[config.mk]
export PLATFORM = sky130hd
export DESIGN_NAME = program_counter
export DESIGN_NICKNAME = d
export VERILOG_FILES = /design/src/rtl/program_counter_pkg.sv /design/src/rtl/program_counter_incrementer.sv /design/src/rtl/program_counter.sv
export SDC_FILE = /design/constraint.sdc
export NUM_CORES = 1
export LEC_CHECK = 0
export CORE_MARGIN = 1
export CORE_UTILIZATION = 41
export DETAILED_ROUTE_END_ITERATION = 10
export MAX_ROUTING_LAYER = met4
export PLACE_DENSITY_LB_ADDON = 0.15
export SLEW_MARGIN = 40
export SYNTH_ARGS = -nofsm -noshare
export SYNTH_HDL_FRONTEND = slang
export SYNTH_SLANG_ARGS = --single-unit
[constraint.sdc]
create_clock -name clk -period 3.7 [get_ports clk]
set_input_delay 0.74 -clock clk [delete_from_list [all_inputs] [get_ports clk]]
set_output_delay 0.74 -clock clk [all_outputs]
set_load 0.05 [all_outputs]
[src/rtl/program_counter_pkg.sv]
// Shared definitions for the Hack program counter: widths, ROM depth, state encodings
// and the nand2-derived gate primitives that the datapath is built from.
package program_counter_pkg;

  localparam int PC_WIDTH     = 16;
  localparam int PC_ROM_DEPTH = 32768;

  typedef enum logic [1:0] {
    ST_BOOT = 2'd0,
    ST_RUN  = 2'd1,
    ST_HALT = 2'd2
  } pc_state_e;

  function automatic logic nand2(input logic a, input logic b);
    return ~(a & b);
  endfunction

  function automatic logic not1(input logic a);
    return nand2(a, a);
  endfunction

  function automatic logic and2(input logic a, input logic b);
    return not1(nand2(a, b));
  endfunction

  function automatic logic or2(input logic a, input logic b);
    return nand2(not1(a), not1(b));
  endfunction

  // Classic four-nand exclusive-or.
  function automatic logic xor2(input logic a, input logic b);
    logic t;
    t = nand2(a, b);
    return nand2(nand2(a, t), nand2(b, t));
  endfunction

endpackage

[src/rtl/program_counter_incrementer.sv]
// WIDTH-bit +1 as a ripple of half adders; the final carry-out is discarded so the
// result wraps modulo 2^WIDTH.
module pc_incrementer
  import program_counter_pkg::*;
#(
  parameter int WIDTH = PC_WIDTH
) (
  input  logic [WIDTH-1:0] a,
  output logic [WIDTH-1:0] sum
);

  logic carry;

  always_comb begin
    sum   = '0;
    carry = 1'b1;
    for (int i = 0; i < WIDTH; i++) begin
      sum[i] = xor2(a[i], carry);
      carry  = and2(a[i], carry);
    end
  end

endmodule

[src/rtl/program_counter.sv]
// Hack CPU program counter: BOOT/RUN(/HALT) sequencing, stall > load > inc > hold select.
// Define PC_TRAP_EN to enable the ROM-range trap (HALT state, sticky overflow).
module program_counter
  import program_counter_pkg::*;
#(
  parameter int WIDTH = PC_WIDTH
`ifdef PC_TRAP_EN
  , parameter int ROM_DEPTH = PC_ROM_DEPTH
`endif
) (
  input  logic             clk,
  input  logic             rst_n,
  input  logic [WIDTH-1:0] in,
  input  logic             load,
  input  logic             inc,
  input  logic             stall,
  output logic [WIDTH-1:0] out,
  output logic             pc_valid,
  output logic             overflow
);

  pc_state_e        state_q, state_d;
  logic [WIDTH-1:0] out_q, out_d;
  logic [WIDTH-1:0] inc_val;
  logic             run, go, trap;
  logic             sel_load, sel_inc, sel_hold;

  pc_incrementer #(.WIDTH(WIDTH)) u_inc (
    .a   (out_q),
    .sum (inc_val)
  );

  always_comb begin
    out_d    = '0;
    state_d  = state_q;
    run      = (state_q == ST_RUN);
    go       = and2(run, not1(stall));
`ifdef PC_TRAP_EN
    trap     = and2(go, or2(and2(load, ({1'b0, in} >= (WIDTH+1)'(ROM_DEPTH))),
                            and2(and2(not1(load), inc), (out_q == WIDTH'(ROM_DEPTH - 1)))));
`else
    trap     = 1'b0;
`endif
    // A trapping edge selects hold, so out keeps its pre-trap value.
    sel_load = and2(and2(go, load), not1(trap));
    sel_inc  = and2(and2(go, and2(not1(load), inc)), not1(trap));
    sel_hold = not1(or2(sel_load, sel_inc));
    for (int i = 0; i < WIDTH; i++) begin
      out_d[i] = or2(or2(and2(sel_load, in[i]), and2(sel_inc, inc_val[i])),
                     and2(sel_hold, out_q[i]));
    end
    case (state_q)
      ST_BOOT: state_d = ST_RUN;
      ST_RUN:  state_d = trap ? ST_HALT : ST_RUN;
      default: state_d = state_q;
    endcase
  end

  always_ff @(posedge clk) begin
    if (!rst_n) begin
      state_q <= ST_BOOT;
      out_q   <= '0;
    end else begin
      state_q <= state_d;
      out_q   <= out_d;
    end
  end

`ifdef PC_TRAP_EN
  logic overflow_q, overflow_d;

  always_comb begin
    overflow_d = or2(overflow_q, trap);
  end

  always_ff @(posedge clk) begin
    if (!rst_n) begin
      overflow_q <= 1'b0;
    end else begin
      overflow_q <= overflow_d;
    end
  end

  assign overflow = overflow_q;
`else
  assign overflow = 1'b0;
`endif

  assign out      = out_q;
  assign pc_valid = run;

endmodule
* Word level (Yosys, flattened, before mapping)
Index checks and enable logic that the tools add are counted.
** Storage, ports and cells
- Bits in registers :: 17
- Latch bits :: 0
- RAM bits :: 0
- Memory bits (read-only) :: 0
- Input port bits :: 21
- Output and inout port bits :: 18
- Word-level logic and storage cells :: 278
- Memories kept :: 0
** Cells by class
- $add $sub $neg :: 0
- Multipliers :: 0
- Div/mod/pow operators :: 0
- Magnitude comparators :: 0
- Eq/ne operators :: 0
- Shift operators :: 0
- Mux-type cells :: 0
- Bitwise gates (word level) :: 274
- Reduce and logical (&&, ||, !) cells :: 2
** Operator list (count)
- $and A1 B1 Y1 :: 145
- $not A1 Y1 :: 129
- $logic_not A2 Y1 :: 1
- $reduce_or A2 Y1 :: 1

* Logic depth before layout (Yosys ltp)
Gate-level depths: netlist (run 1).
- Word-level depth :: 25
- Gate-level depth with buffers :: 17
- Mapped depth without buffers :: 17

* Cells and area by module
A second synthesis (run 1) with hierarchy kept.
** Second synthesis, totals
- Cells, all modules :: 78
- Area, all modules :: 890.9 sq um
** By module, submodules not included
- program_counter :: times used 1, cells each 62, area an instance 703.2 sq um, sequential area each 340.3 sq um
- pc_incrementer :: times used 1, cells each 16, area an instance 187.7 sq um, sequential area each 0.0 sq um

* Worst setup path after synthesis (run 1)
No wires, ideal clock.
- Kind :: reg2reg
- Start point :: register out_q[0] (netlist: out[0])
- End point :: register out_q[14] (netlist: out[14])
- Library setup time :: 0.120 ns
- Arrival :: 3.299 ns
- Data required time :: 3.580 ns
- Slack :: 0.282 ns
- Stages on the path, launching flop included :: 17
- Buffers on the path :: 0
- Clock period less this slack :: 3.418 ns
- Cells stage by stage :: dfxtp_1 ha_1 ha_1 ha_1 ha_1 ha_1 ha_1 ha_1 ha_1 ha_1 ha_1 ha_1 ha_1 ha_1 ha_1 a22oi_1 o2bb2ai_1
** Between the ends
- Word-level cells in the longest chain between the ends :: 24
- Elaborated cells between the ends (all ways) :: 26
- Those cells by class :: 26 x bitwise
** Ends and longest elaborated chain
- start, declared :: line program_counter.sv:23 : logic [WIDTH-1:0] out_q, out_d;
- start signal, assigned :: line program_counter.sv:65 : out_q <= out_d;
- $and A1 B1 Y1 * (13 in series) :: line program_counter_pkg.sv:15 : return ~(a & b);
- $and A1 B1 Y1 :: line program_counter_pkg.sv:15
- $not A1 Y1
- $and A1 B1 Y1 :: line program_counter_pkg.sv:15
- $not A1 Y1 :: line program_counter_pkg.sv:15
- $and A1 B1 Y1 * :: line program_counter_pkg.sv:15
- $not A1 Y1 * :: line program_counter_pkg.sv:15
- $and A1 B1 Y1 * :: line program_counter_pkg.sv:15
- $not A1 Y1 *
- $and A1 B1 Y1 * (2 in series) :: line program_counter_pkg.sv:15
- $not A1 Y1 * :: line program_counter_pkg.sv:15
Every way passes the cells marked *; elsewhere a longest branch is shown, timed or not.
A chain may end at the register's enable or synchronous reset.

* Final worst setup path (run 1)
Same ends and word-level chain as after synthesis.

==> impl_metrics.py, run 1 <==
metrics = {
    "cts": {
        "cts.repair.resized": 0,
        "postCtsSetupBuffers": 0,
        "cts-buffers-inserted": 3,
        "cts_tree": "built",
        "clock_latency_ns": 0.30,
        "clock_sinks": 17,
        "cts_root_buf": "clkbuf_4",
        "cts_buffer_depth": 2,
        "clk_pin_slew_worst_paths_ns": 0.11,
        "hold_buffers": 0,
        "htreeDepth": 1,
    },
    "sta": {
        "relSlewSlack": 0.5140,
        "hold_viol_final": 0,
        "finalSetupViolCount": 0,
        "tightest_slew_ns": 0.7290,
        "grt_setup_unrepaired": "false",
        "fin_setup_tns_ns": 0,
        "fmax_mhz": 298.0,
        "finClkSkew_ns": 0.007278,
        "min_period_ns": 3.356,
        "drv_slew": 0,
        "period_share": 0.9070,
    },
    "critical_path": {
        "arrival_ns": 3.54,
        "cp-end-kind": "register",
        "crit_top_cell": "ha_1",
        "cp.required_ns": 3.88,
        "slowest_stage": "dfxtp_1",
        "critPathLaunchType": "register",
        "cpPeakStageDelay_ns": 0.36,
        "path_max_fanout": 5,
        "crit_type": "reg -> reg",
        "path_cells": "ha_1 -> ha_1 -> ha_1 -> ha_1 -> ha_1 -> ha_1 -> ha_1 -> ha_1 -> ha_1 -> ha_1 -> ha_1 -> ha_1 -> ha_1 -> ha_1 -> a22oi_1 -> o2bb2ai_1",
    },
    "logic_synthesis": {
        "ys_seq_area_frac": 0.3681,
        "ys_seq_elements": 17,
        "yosys_warnings": 0,
        "synth.distinct_cells": 22,
        "syn_area_um2": 924.6,
        "synth_cells": 85,
        "synth_nets": 120,
        "synth_area_per_cell_um2": 10.88,
    },
    "layout": {
        "mostFrequentLayoutCells": "clkdlybuf4s50_1 (37), dfxtp_1 (17), a22oi_1 (14), o2bb2ai_1 (14), ha_1 (14)",
        "layout-drive-gt1-share": 0.09917,
        "syn_to_final_growth_pct": 43.71,
        "nNetsFinal": 157,
        "ff_latch_area_um2": 340.3,
        "layoutNonFillerInstCount": 148,
        "multi_input_area_um2": 545.5,
        "n_fill_cell": 193,
        "mostFrequentLayoutCell": "clkdlybuf4s50_1",
        "antenna-diode-count": 0,
    },
    "place": {
        "io_buffers": 37,
        "dp_hpwl_um": 1457,
        "place_inst": 144,
        "place_congestion": 0.6808,
    },
    "detailed_routing": {
        "ant_nets": 0,
        "drcViolationCount": 0,
        "totalWireLength_um": 2135,
        "vias_per_cell": 5.527,
        "via_count": 818,
        "dr.first_iter.drc_count": 9,
        "routedWlPerCell_um": 14.43,
        "firstDrtPassIters": 4,
    },
    "global_route": {
        "antenna_found_initial": 0,
        "grt_pass1_vias": 769,
        "grt_usage": 0.1893,
        "grt_pass1_wl_um": 3463,
        "grt-ovfl-total": 0,
        "grt_max_degree": 22,
    },
    "floorplanning": {
        "initial_utilization": 0.4528,
        "die_area_um2": 2449,
        "core_area_um2": 2042,
        "pin_count": 39,
        "dieHeight_um": 49.49,
        "core.rowCount": 16,
        "die_w_um": 49.49,
    },
    "job": {
        "cap_violations": 0,
    },
    "power_and_ir_drop": {
        "p_leak_nw": 0.5436,
        "peakVddDrop_v": 0.0001999,
        "power_density_nw_per_um2": 299.0,
    },
    "worst_hold_path": {
        "worstHoldPathType": "reg -> reg",
    },
    "outcome": {
        "run_status": "completed",
    },
}
-- power by group --
group	internal, mW	total, mW	switching, mW
combinational	0.0445	0.0977	0.0532
clock	0.0403	0.103	0.0625
sequential	0.190	0.197	0.00665
total	0.275	0.397	0.122
-- cells in the mapped netlist --
master / n / share of area
and4bb_2: 1 / 0.014
ha_1: 14 / 0.19
buf_2: 4 / 0.022
o2bb2ai_1: 14 / 0.13
nand2b_4: 1 / 0.015
or2_1: 1 / 0.0068
or4_4: 1 / 0.012
inv_1: 1 / 0.0041
nor2b_1: 1 / 0.0068
a31oi_1: 1 / 0.0068
nand3b_1: 1 / 0.0081
a41oi_2: 1 / 0.018
o21bai_1: 1 / 0.0081
a22oi_1: 14 / 0.11
conb_1: 1 / 0.0041
nand2_1: 4 / 0.016
a21oi_2: 1 / 0.0095
nand3_1: 2 / 0.011
and2b_2: 1 / 0.0095
nor2b_2: 1 / 0.0095
dfxtp_1: 17 / 0.37
buf_4: 2 / 0.016
-- per-layer routing --
layer / vias to the layer above / GRT usage / part of all wire
li1: 404 / - / -
met1: 373 / 0.2330 / 0.45
met2: 36 / 0.3014 / 0.46
met3: 5 / 0.03395 / 0.067
met4: 0 / 0.08571 / 0.019
met5: - / - / 0
-- sequential cells by signal (all words and copies together) (netlist names) --
name / cells
out: 16
state_q: 1
-- metrics by stage --
stage / util / total power, mW / worst slack [ns] / area (µm²) / hold slack (ns)
after global routing: 0.6507 / 0.4169 / 0.1611 / 1329 / 0.5180
after global placement: 0.6373 / 0.2980 / 0.3813 / 1301 / 0.4776
after floorplan: - / 0.2576 / 0.2815 / 924.6 / 0.7038
after CTS: 0.6507 / 0.4028 / 0.3090 / 1329 / 0.5021
final: 0.6507 / 0.3973 / 0.3443 / 1329 / 0.4966
after detailed placement: 0.6373 / 0.2990 / 0.3317 / 1301 / 0.4847
-- area by class of cell --
cell class | count | share of cell area
multi-input cells | 61 | 0.4105
repair buffers | 38 | 0.2844
flip-flops and latches | 17 | 0.2561
well taps | 27 | 0.02542
clock buffers | 3 | 0.01695
clock inverters | 1 | 0.003766
inverters | 1 | 0.002825
-- kinds of logic after synthesis --
| group | synth area share |
|---|---|
| AO/OA/AOI/OAI | 0.2882 |
| flip-flops | 0.3681 |
| adder cells (fa/ha/maj) | 0.1894 |
| AND/OR/NAND/NOR | 0.1083 |
| buffers and inverters | 0.04194 |
| other | 0.004056 |
-- final timing paths --
kind / startpoint / to / slack (ns) / cells after the start
setup reg to reg: out[0]$_SDFF_PN0_ / out[14]$_SDFF_PN0_ / 0.34 / 16
hold reg to reg: out[11]$_SDFF_PN0_ / out[11]$_SDFF_PN0_ / 0.50 / 1
setup / recovery: out[0]$_SDFF_PN0_ / out[14]$_SDFF_PN0_ / 0.34 / 16
hold / removal: out[11]$_SDFF_PN0_ / out[11]$_SDFF_PN0_ / 0.50 / 1
-- worst max-delay path: cells and delay by family, from the launching register on --
kind                       cells  cell delay [ns]
adders and majority gates     14             2.65
DFF                            1             0.36
AOI/OAI and AO/OA              2             0.24
Note: power is estimated with default switching activity, not from simulation.
==> run 2: changes to the inputs <==
- SYNTH_HIERARCHICAL: not set -> 1
==> run 2 against run 1 <==
Hold slack got worse by 0.00066 ns. Maximum frequency decreased by 1.9%. Sequential share of layout area increased by 1.3 points. Synthesized cell count decreased by 8.2%. Die area decreased by 3.5%. Setup slack got worse by 0.066 ns. Via count decreased by 7.0%. Largest power group unchanged.
==> impl_metrics.py, run 2 <==
metrics = {
    "outcome": {
        "run_status": "completed",
    },
    "sta": {
        "finClkSkew_ns": 0.006217,
        "tightest_slew_ns": 0.6924,
        "hold_viol_final": 0,
        "finalSetupViolCount": 0,
        "relSlewSlack": 0.5370,
        "fin_setup_tns_ns": 0,
        "grt_setup_unrepaired": "false",
        "fmax_mhz": 292.3,
        "period_share": 0.9247,
        "min_period_ns": 3.421,
        "drv_slew": 0,
    },
    "detailed_routing": {
        "wirelength_met1_um": 917,
        "dr.first_iter.drc_count": 6,
        "firstDrtPassIters": 4,
        "ant_nets": 0,
        "via_count": 761,
        "wl_met3_um": 89,
        "routedWlPerCell_um": 13.94,
        "vias_per_cell": 5.475,
        "drcViolationCount": 0,
        "totalWireLength_um": 1937,
        "dr_wl_met2_um": 879,
        "highest_layer": "met4",
    },
    "cts": {
        "cts_tree": "built",
        "clock_latency_ns": 0.30,
        "clk_pin_slew_worst_paths_ns": 0.10,
        "cts_root_buf": "clkbuf_4",
        "cts-buffers-inserted": 3,
        "cts_buffer_depth": 2,
        "htreeDepth": 1,
        "hold_buffers": 0,
        "cts.repair.resized": 0,
        "clock_sinks": 17,
        "postCtsSetupBuffers": 0,
    },
    "critical_path": {
        "path_max_fanout": 4,
        "reg2reg_depth": 17,
        "crit_type": "reg -> reg",
        "cp.required_ns": 3.87,
        "r2r_end": "out[15]$_SDFF_PN0_",
        "r2r_setup_slack_ns": 0.28,
        "r2r_start": "out[0]$_SDFF_PN0_",
        "arrival_ns": 3.59,
        "critPathLaunchType": "register",
        "cp-end-kind": "register",
    },
    "power_and_ir_drop": {
        "p_leak_nw": 0.5278,
        "peakVddDrop_v": 0.0001737,
        "power_mw": 0.3897,
        "power_density_nw_per_um2": 307.8,
    },
    "logic_synthesis": {
        "synth_top_area_frac": 0.3820,
        "synth_area_per_cell_um2": 11.42,
        "yosys_warnings": 6,
        "synth_most_common_cell": "dfxtp_1",
        "syn_area_um2": 890.9,
        "synth.distinct_cells": 16,
        "synth_edf_count": 0,
        "synth_ff_type": "dfxtp_1",
        "synth-async-reset-ratio": 0,
        "ys_seq_elements": 17,
        "synth_nets": 113,
        "synth.largest_area_cell": "dfxtp_1",
        "synth.area.top_cells": "dfxtp_1 (38%), ha_1 (20%), o2bb2ai_1 (16%)",
        "ys_seq_area_frac": 0.3820,
        "synthTopCellsByCount": "dfxtp_1 (17), a22oi_1 (16), o2bb2ai_1 (16), ha_1 (14), buf_6 (3)",
        "synth_cells": 78,
    },
    "worst_hold_path": {
        "worstHoldStart": "out[9]$_SDFF_PN0_",
        "hold_path_depth": 1,
        "worstHoldPathType": "reg -> reg",
        "holdPathEnd": "out[9]$_SDFF_PN0_",
    },
    "floorplanning": {
        "pin_count": 39,
        "initial_utilization": 0.4450,
        "die_w_um": 48.62,
        "die_area_um2": 2363,
        "core_area_um2": 2002,
        "core.rowCount": 16,
        "dieHeight_um": 48.62,
    },
    "place": {
        "place_congestion": 0.6855,
        "dp_hpwl_um": 1340,
        "io_buffers": 37,
        "placed_area_um2": 1240,
    },
    "layout": {
        "mostFrequentLayoutCell": "clkdlybuf4s50_1",
        "antenna-diode-count": 0,
        "fin_area_um2": 1266,
        "largest_reg_flops": 16,
        "mostFrequentLayoutCells": "clkdlybuf4s50_1 (37), dfxtp_1 (17), a22oi_1 (16), o2bb2ai_1 (16), ha_1 (14)",
        "syn_to_final_growth_pct": 42.13,
        "layout-drive-gt1-share": 0.05357,
        "nNetsFinal": 148,
    },
    "global_route": {
        "grt_pass1_wl_um": 3305,
        "grt_usage": 0.1884,
        "grt_max_degree": 19,
        "antenna_found_initial": 0,
        "grt-ovfl-total": 0,
        "grt_pass1_vias": 750,
    },
    "job": {
        "cap_violations": 0,
    },
}
[run 2: kinds of logic after synthesis]
logic type | after synthesis | share of synthesized area
flops | 17 | 0.3820
xor+xnor | 1 | 0.009833
fa+ha+maj | 14 | 0.1966
simple gates | 3 | 0.02529
other cells | 1 | 0.004209
buf+inv | 9 | 0.07021
compound gates | 33 | 0.3118
[run 2: through the flow]
step | setup slack [ns] | cells | hold slack, ns | utilization
after floorplan | 0.2049 | 78 | 0.7141 | -
after global placement | 0.3330 | 135 | 0.4742 | 0.6194
after detailed placement | 0.2986 | 135 | 0.4813 | 0.6194
after CTS | 0.2800 | 139 | 0.4995 | 0.6325
after global routing | 0.1309 | 139 | 0.5145 | 0.6325
final | 0.2785 | 139 | 0.4959 | 0.6325
[run 2: area by class of cell]
class                           count  area (µm²)
Tap cell                           27       33.78
Clock buffer                        4       26.28
Sequential cell                    17       340.3
Timing Repair Buffer               37       370.4
Inverter                            2       7.507
Fill cell                         184       735.7
Multi-Input combinational cell     52       488.0
[run 2: power breakdown]
part	leakage [nW]	internal, mW	switching, mW	total [mW]
clock	0.0150	0.0421	0.0602	0.102
combinational	0.374	0.0418	0.0503	0.0921
sequential	0.138	0.190	0.00548	0.195
total	0.528	0.274	0.116	0.390
[run 2: how the worst max path moves through the flow]
stage                       from                  to  slack, ns  depth (start not counted)
3_3_place_gp   out[0]$_SDFF_PN0_  out[15]$_SDFF_PN0_       0.33                         17
4_1_cts        out[0]$_SDFF_PN0_  out[15]$_SDFF_PN0_       0.28                         17
3_5_place_dp   out[0]$_SDFF_PN0_  out[15]$_SDFF_PN0_       0.30                         17
5_1_grt        out[0]$_SDFF_PN0_  out[15]$_SDFF_PN0_       0.13                         17
6_report       out[0]$_SDFF_PN0_  out[15]$_SDFF_PN0_       0.28                         17
2_1_floorplan  out[0]$_SDFF_PN0_  out[15]$_SDFF_PN0_       0.20                         17
[run 2: critical path, stage by stage (launching register included)]
cell,delay (ns)
dfxtp_1,0.34
ha_1,0.21
ha_1,0.18
ha_1,0.19
ha_1,0.19
ha_1,0.18
ha_1,0.18
ha_1,0.18
ha_1,0.18
ha_1,0.18
ha_1,0.19
ha_1,0.18
ha_1,0.18
ha_1,0.18
ha_1,0.19
xor2_1,0.15
a22oi_1,0.13
o2bb2ai_1,0.10
[run 2: metal layers]
metal | GRT usage | vias up
met5 | - | -
met4 | 0.1029 | 0
met3 | 0.03459 | 5
met2 | 0.3171 | 22
met1 | 0.2094 | 361
li1 | - | 373
